[config.mk]
export PLATFORM = sky130hd
export DESIGN_NAME = matrix_skew_feeder
export DESIGN_NICKNAME = d
export VERILOG_FILES = /design/src/rtl/matrix_skew_feeder_pkg.sv /design/src/rtl/matrix_skew_feeder_skew.sv /design/src/rtl/matrix_skew_feeder.sv
export SDC_FILE = /design/constraint.sdc
export NUM_CORES = 1
export LEC_CHECK = 0
export CAP_MARGIN = 20
export CELL_PAD_IN_SITES_DETAIL_PLACEMENT = 1
export CELL_PAD_IN_SITES_GLOBAL_PLACEMENT = 2
export CORE_MARGIN = 2
export CORE_UTILIZATION = 43
export CTS_CLUSTER_SIZE = 14
export DETAILED_ROUTE_END_ITERATION = 10
export MAX_ROUTING_LAYER = met4
export PLACE_DENSITY_LB_ADDON = 0.25
export SETUP_SLACK_MARGIN = 0.4
export SLEW_MARGIN = 10
export SYNTH_ARGS = -nofsm -noshare
export SYNTH_HDL_FRONTEND = slang
export SYNTH_SLANG_ARGS = --single-unit
[constraint.sdc]
create_clock -name clk -period 18.3 [get_ports clk]
set_clock_uncertainty 0.15 [all_clocks]
set_input_delay 4.575 -clock clk [delete_from_list [all_inputs] [get_ports clk]]
set_output_delay 4.575 -clock clk [all_outputs]
set_load 0.01 [all_outputs]
[src/rtl/matrix_skew_feeder_pkg.sv]
`default_nettype none
// ============================================================================
// Module      : matrix_skew_feeder_pkg
// Description : Shared systolic constants and feeder state encoding.
// Revision    : 1.0 - initial release
// ============================================================================
package matrix_skew_feeder_pkg;

    localparam int c_def_width = 16;
    localparam int c_def_n     = 4;
    localparam int c_def_depth = 8;

    typedef enum logic [1:0] {
        IDLE   = 2'd0,
        STREAM = 2'd1,
        DRAIN  = 2'd2
    } feeder_state_t;

endpackage
`default_nettype wire

[src/rtl/matrix_skew_feeder_skew.sv]
`default_nettype none
// ============================================================================
// Module      : skew_delay
// Description : DELAY-stage register chain carrying one row's data and valid.
// Revision    : 1.0 - initial release
// ============================================================================
module skew_delay #(
    parameter int WIDTH = 16,
    parameter int DELAY = 1
) (
    input  logic             clk,
    input  logic             rst,
    input  logic [WIDTH-1:0] i_data,
    input  logic             i_valid,
    output logic [WIDTH-1:0] o_data,
    output logic             o_valid
);

    logic [WIDTH-1:0] r_data [DELAY];
    logic [DELAY-1:0] r_valid;

    always_ff @(posedge clk or negedge rst) begin
        if (!rst) begin
            for (int k = 0; k < DELAY; k++) begin
                r_data[k] <= '0;
            end
            r_valid <= '0;
        end else begin
            r_data[0]  <= i_data;
            r_valid[0] <= i_valid;
            for (int k = 1; k < DELAY; k++) begin
                r_data[k]  <= r_data[k-1];
                r_valid[k] <= r_valid[k-1];
            end
        end
    end

    assign o_data  = r_data[DELAY-1];
    assign o_valid = r_valid[DELAY-1];

endmodule
`default_nettype wire

[src/rtl/matrix_skew_feeder.sv]
`default_nettype none
// ============================================================================
// Module      : matrix_skew_feeder
// Description : Buffers activation vectors and feeds them diagonally skewed
//               into the left edge of an N-row systolic array.
// Revision    : 1.0 - initial release
// ============================================================================
module matrix_skew_feeder
    import matrix_skew_feeder_pkg::*;
#(
    parameter int WIDTH = c_def_width,
    parameter int N     = c_def_n,
    parameter int DEPTH = c_def_depth
) (
    input  logic               clk,
    input  logic               rst,
    input  logic               s_valid,
    output logic               s_ready,
    input  logic [N*WIDTH-1:0] s_data,
    input  logic               s_last,
    output logic [N*WIDTH-1:0] out_left,
    output logic [N-1:0]       out_valid,
    output logic               busy,
    output logic               done
);

    localparam int c_ptr_w = (DEPTH > 1) ? $clog2(DEPTH) : 1;
    localparam int c_cnt_w = $clog2(DEPTH + 1);
    localparam int c_drn_w = (N > 1) ? $clog2(N) : 1;

    logic [N*WIDTH-1:0] r_mem_data [DEPTH];
    logic [DEPTH-1:0]   r_mem_last;
    logic [c_ptr_w-1:0] r_wr_ptr;
    logic [c_ptr_w-1:0] r_rd_ptr;
    logic [c_cnt_w-1:0] r_count;
    feeder_state_t      r_state;
    logic [c_drn_w-1:0] r_drain_cnt;
    logic               r_busy;
    logic               r_done;

    logic               w_full;
    logic               w_empty;
    logic               w_push;
    logic               w_pop;
    logic               w_pop_last;
    logic [N*WIDTH-1:0] w_inj_data;

    assign w_full     = (r_count == c_cnt_w'(DEPTH));
    assign w_empty    = (r_count == '0);
    assign w_push     = s_valid && !w_full;
    assign w_pop      = (r_state == STREAM) && !w_empty;
    assign w_pop_last = w_pop && r_mem_last[r_rd_ptr];
    // Anything not popped is a bubble: zero data, valid low.
    assign w_inj_data = w_pop ? r_mem_data[r_rd_ptr] : '0;

    assign s_ready = !w_full;
    assign busy    = r_busy;
    assign done    = r_done;

    always_ff @(posedge clk) begin
        if (w_push) begin
            r_mem_data[r_wr_ptr] <= s_data;
            r_mem_last[r_wr_ptr] <= s_last;
        end
    end

    always_ff @(posedge clk or negedge rst) begin
        if (!rst) begin
            r_wr_ptr <= '0;
            r_rd_ptr <= '0;
            r_count  <= '0;
        end else begin
            if (w_push) begin
                r_wr_ptr <= (r_wr_ptr == c_ptr_w'(DEPTH - 1)) ? '0 : r_wr_ptr + 1'b1;
            end
            if (w_pop) begin
                r_rd_ptr <= (r_rd_ptr == c_ptr_w'(DEPTH - 1)) ? '0 : r_rd_ptr + 1'b1;
            end
            if (w_push && !w_pop) begin
                r_count <= r_count + 1'b1;
            end else if (!w_push && w_pop) begin
                r_count <= r_count - 1'b1;
            end
        end
    end

    always_ff @(posedge clk or negedge rst) begin
        if (!rst) begin
            r_state     <= IDLE;
            r_drain_cnt <= '0;
            r_busy      <= 1'b0;
            r_done      <= 1'b0;
        end else begin
            r_done <= 1'b0;
            case (r_state)
                IDLE: begin
                    if (!w_empty) begin
                        r_state <= STREAM;
                        r_busy  <= 1'b1;
                    end
                end
                STREAM: begin
                    if (w_pop_last) begin
                        if (N > 1) begin
                            r_state     <= DRAIN;
                            r_drain_cnt <= c_drn_w'(N - 1);
                        end else begin
                            r_state <= IDLE;
                            r_busy  <= 1'b0;
                            r_done  <= 1'b1;
                        end
                    end
                end
                DRAIN: begin
                    // N-1 bubble cycles push the last diagonal out to row N-1.
                    if (r_drain_cnt == c_drn_w'(1)) begin
                        r_state <= IDLE;
                        r_busy  <= 1'b0;
                        r_done  <= 1'b1;
                    end else begin
                        r_drain_cnt <= r_drain_cnt - 1'b1;
                    end
                end
                default: begin
                    r_state <= IDLE;
                    r_busy  <= 1'b0;
                end
            endcase
        end
    end

    for (genvar gi = 0; gi < N; gi++) begin : g_row
        skew_delay #(
            .WIDTH (WIDTH),
            .DELAY (gi + 1)
        ) u_skew (
            .clk     (clk),
            .rst     (rst),
            .i_data  (w_inj_data[gi*WIDTH +: WIDTH]),
            .i_valid (w_pop),
            .o_data  (out_left[gi*WIDTH +: WIDTH]),
            .o_valid (out_valid[gi])
        );
    end

endmodule
`default_nettype wire

==> metrics.txt <==
simple-gate share of the synthesized area 1.93%; wire length reported by the detailed router 48.4 mm; io pins 139; DIE AREA 0.0602 mm²; Avg Inst Size Synth 22.0 µm²; required time of the critical path 18.35 ns; first-pass GRT wire length 75.0 mm; main combinational cell family by area after synthesis multiplexers; slowest CP cell sky130_fd_sc_hd__buf_4; CTS tree yes; buffers from clock root to sink, at most 3; clock latency of the later-clocked register in the worst-skew pair 0.60 ns; Post-DP HPWL 25.4 mm; Yosys cell types 30; global-route usage over all layers 17.3%; detailed-routing iteration count for the pre-antenna-repair pass 5; number of filler instances in the final layout 5130; total number of nets in the final design 1351; DRC violations left 0; post-CTS setup repair buffer count 0; number of resized instances in the post-cts repair step 0; clock root buffer master sky130_fd_sc_hd__clkbuf_16; CP most frequent cell sky130_fd_sc_hd__nand2_1; critical path arrival 6.83 ns; share of layout cells above drive strength 1 20.1%; Final setup viols 0; Layout Cell Area excl Fill 0.0294 mm²; MaxCap Viol Count 0; sequential element share of the synthesized area 80.3%; final-report hold violation count 0; Lkg Pwr 0.0102 µW; Total Neg Setup Slack 0 ns; largest net degree at the start of global routing 93; chain of cells forming the critical path clkdlybuf4s50_1 > nand2_1 > inv_1 > nand2_1 > nor3_2 > buf_4; number of rows created at floorplan 88; max-slew violation total from the final report 0; RSZ-0062 raised after global routing no; Floorplan Core Area 0.0577 mm²; CTS buffer count 73; number of antenna violations at the first check in global routing 2; post-synthesis mux area share 14.4%; number of vias per cell 5.19; remaining antenna violation count after routing 0; cell area after synthesis 0.0250 mm²; number of synthesized register bits 700; Starting Density 43.4%; arithmetic-cell share of the synthesized area counting full adders, half adders and majority gates 0.480%; start-to-end type of the worst setup path in -> reg; Max IR drop VDD 103 µV; Place WS 10.90 ns; endpoint type of the worst setup path flip-flop; Area growth syn-to-layout 17.2%; vias in the first global route 12100; Tightest Hold Check Type reg -> reg; Cell Area, Placed 0.0270 mm²; Clock transition at path regs 0.06 ns; global route total overflow 0; Die Span Y 245 µm; synthesized net count 1216; overall die width 245 µm; yosys warns 0; Clock Sink Count 700; startpoint type of the worst setup path input pin; Synth Area in Compound Gates 0.350%; DR iter-0 viols 728; Max stage delay on crit path 0.84 ns; Max-slew headroom 27.4%; via count 10900; worst setup margin 11.52 ns; highest achievable clock rate 0.147 GHz; result of the run finished, final reports clean; post-synthesis instance total 1139; worst-margin pin slew 1.09 ns; Power Dens Cells 157 mW/mm²; post-synthesis xor/xnor area fraction 0.0699%; Port Buffers 138; average wire per cell in the routed design 23.1 µm; Final Wtd Congestion 0.693; maximum level of the CTS H-tree 3; hold-fix buffers at CTS 0; crit share post-route 37.0%; post-layout minimum cycle time 6.78 ns; largest fanout on the critical path 65
synth_stat cells (all sizes together):
| cell type | number | area [µm²] |
|---|---|---|
| nor3b | 1 | 18.8 |
| a21o | 2 | 15.0 |
| dfrtp | 180 | 4500 |
| edfxtp | 520 | 15600 |
| nand2b | 4 | 25.0 |
| or4 | 2 | 22.5 |
| o31ai | 1 | 7.51 |
| a2111oi | 2 | 17.5 |
| nor4 | 2 | 12.5 |
| xnor2 | 2 | 17.5 |
| mux4 | 128 | 2880 |
| o22ai | 1 | 6.26 |
| clkbuf | 18 | 67.6 |
| a21oi | 4 | 20.0 |
| o21ai | 3 | 15.0 |
| mux2i | 66 | 661 |
| mux2 | 6 | 67.6 |
| inv | 5 | 18.8 |
| fa | 1 | 20.0 |
| nor2b | 1 | 6.26 |
| nand2 | 17 | 63.8 |
| ha | 8 | 100 |
| nor3 | 10 | 50.1 |
| and3 | 3 | 18.8 |
| buf | 80 | 522 |
| a31oi | 1 | 6.26 |
| nor2 | 71 | 267 |
final cells by class:
type                       count  area, µm²  share of cell area, %
tap                          765        957                   3.26
antenna                        1       2.50                0.00852
multi-input combinational    336       4370                   14.9
sequential                   700      20100                   68.6
clock buffer                 110       2080                   7.08
inverter                       5       20.0                 0.0682
clock inverter                23        189                  0.644
timing repair buffer         158       1610                   5.48
layout by cell type, fill, tap and decap left out, types with 6 or more instances in the layout:
cell                                n
sky130_fd_sc_hd__mux2i_1           66
sky130_fd_sc_hd__clkbuf_1          28
sky130_fd_sc_hd__clkbuf_16         75
sky130_fd_sc_hd__clkdlybuf4s50_1  137
sky130_fd_sc_hd__edfxtp_1         520
sky130_fd_sc_hd__clkinv_1           7
sky130_fd_sc_hd__nor3_1             6
sky130_fd_sc_hd__clkbuf_8           7
sky130_fd_sc_hd__clkinv_2           8
sky130_fd_sc_hd__mux2_2             6
sky130_fd_sc_hd__buf_4             16
sky130_fd_sc_hd__mux4_2           128
sky130_fd_sc_hd__dfrtp_1          177
sky130_fd_sc_hd__ha_1               8
sky130_fd_sc_hd__nand2_1           17
sky130_fd_sc_hd__nor2_1            68
metrics by stage:
step | cells | util (%) | total power, µW | hold WS, ns
after floorplan | 1139 | - | 2920 | 0.181
after global placement | 1961 | 46.8 | 3250 | 0.182
after detailed placement | 1961 | 46.8 | 3280 | 0.186
after CTS | 2094 | 50.7 | 4690 | 0.185
after global routing | 2098 | 50.9 | 4840 | 0.191
final | 2098 | 50.9 | 4610 | 0.183
per-layer routing:
metal	up-vias	track usage, %	share of wire, %
met2	228	27.7	50
met1	5886	22.7	44
met5	-	-	0
met3	68	3.06	4.2
met4	0	5.17	1.9
li1	4707	-	-
flip-flops by register name (all words and copies together), names as in the netlist:
name	count
r_mem_last	8
r_count	4
r_rd_ptr	3
g_row.u_skew.o_data	64
r_mem_data	512
r_drain_cnt	2
g_row.u_skew.r_valid	4
g_row.u_skew.r_data	96
done	1
busy	1
r_wr_ptr	3
r_state	2
power breakdown:
part | internal, µW | leakage (µW) | switching [µW]
Combinational | 511 | 0.00207 | 552
Clock | 816 | 0.00110 | 580
Sequential | 2020 | 0.00708 | 134
Total | 3340 | 0.0102 | 1270
logic make-up after synthesis:
logic type                 after synthesis
muxes                                  200
AOI/OAI and AO/OA                       14
DFF                                    700
buffers and inverters                  103
adders and majority gates                9
xor gates and xnor gates                 2
and+or+nand+nor                        111
final timing paths:
check / slack, ns / endpoint / depth (start not counted) / startpoint
worst min register to register: 0.18 / g_row[3].u_skew.r_data[30] / 0 / g_row[3].u_skew.r_data[46]
max in group asynchronous: 12.98 / g_row[2].u_skew.r_data[16] / 2 / rst
worst min-delay path: 0.18 / g_row[3].u_skew.r_data[30] / 0 / g_row[3].u_skew.r_data[46]
worst max-delay path: 11.52 / r_mem_data[4][54] / 6 / s_valid
worst max register to register: 14.30 / r_count[3] / 10 / r_count[0]
min in group asynchronous: 3.76 / g_row[0].u_skew.o_data[13] / 1 / rst
worst max-delay path: cells and delay by family:
family | cells | cell delay [ns]
buffers and inverters | 3 | 1.55
AND/OR/NAND/NOR | 3 | 0.63
Note: power is estimated with default switching activity, not from simulation.
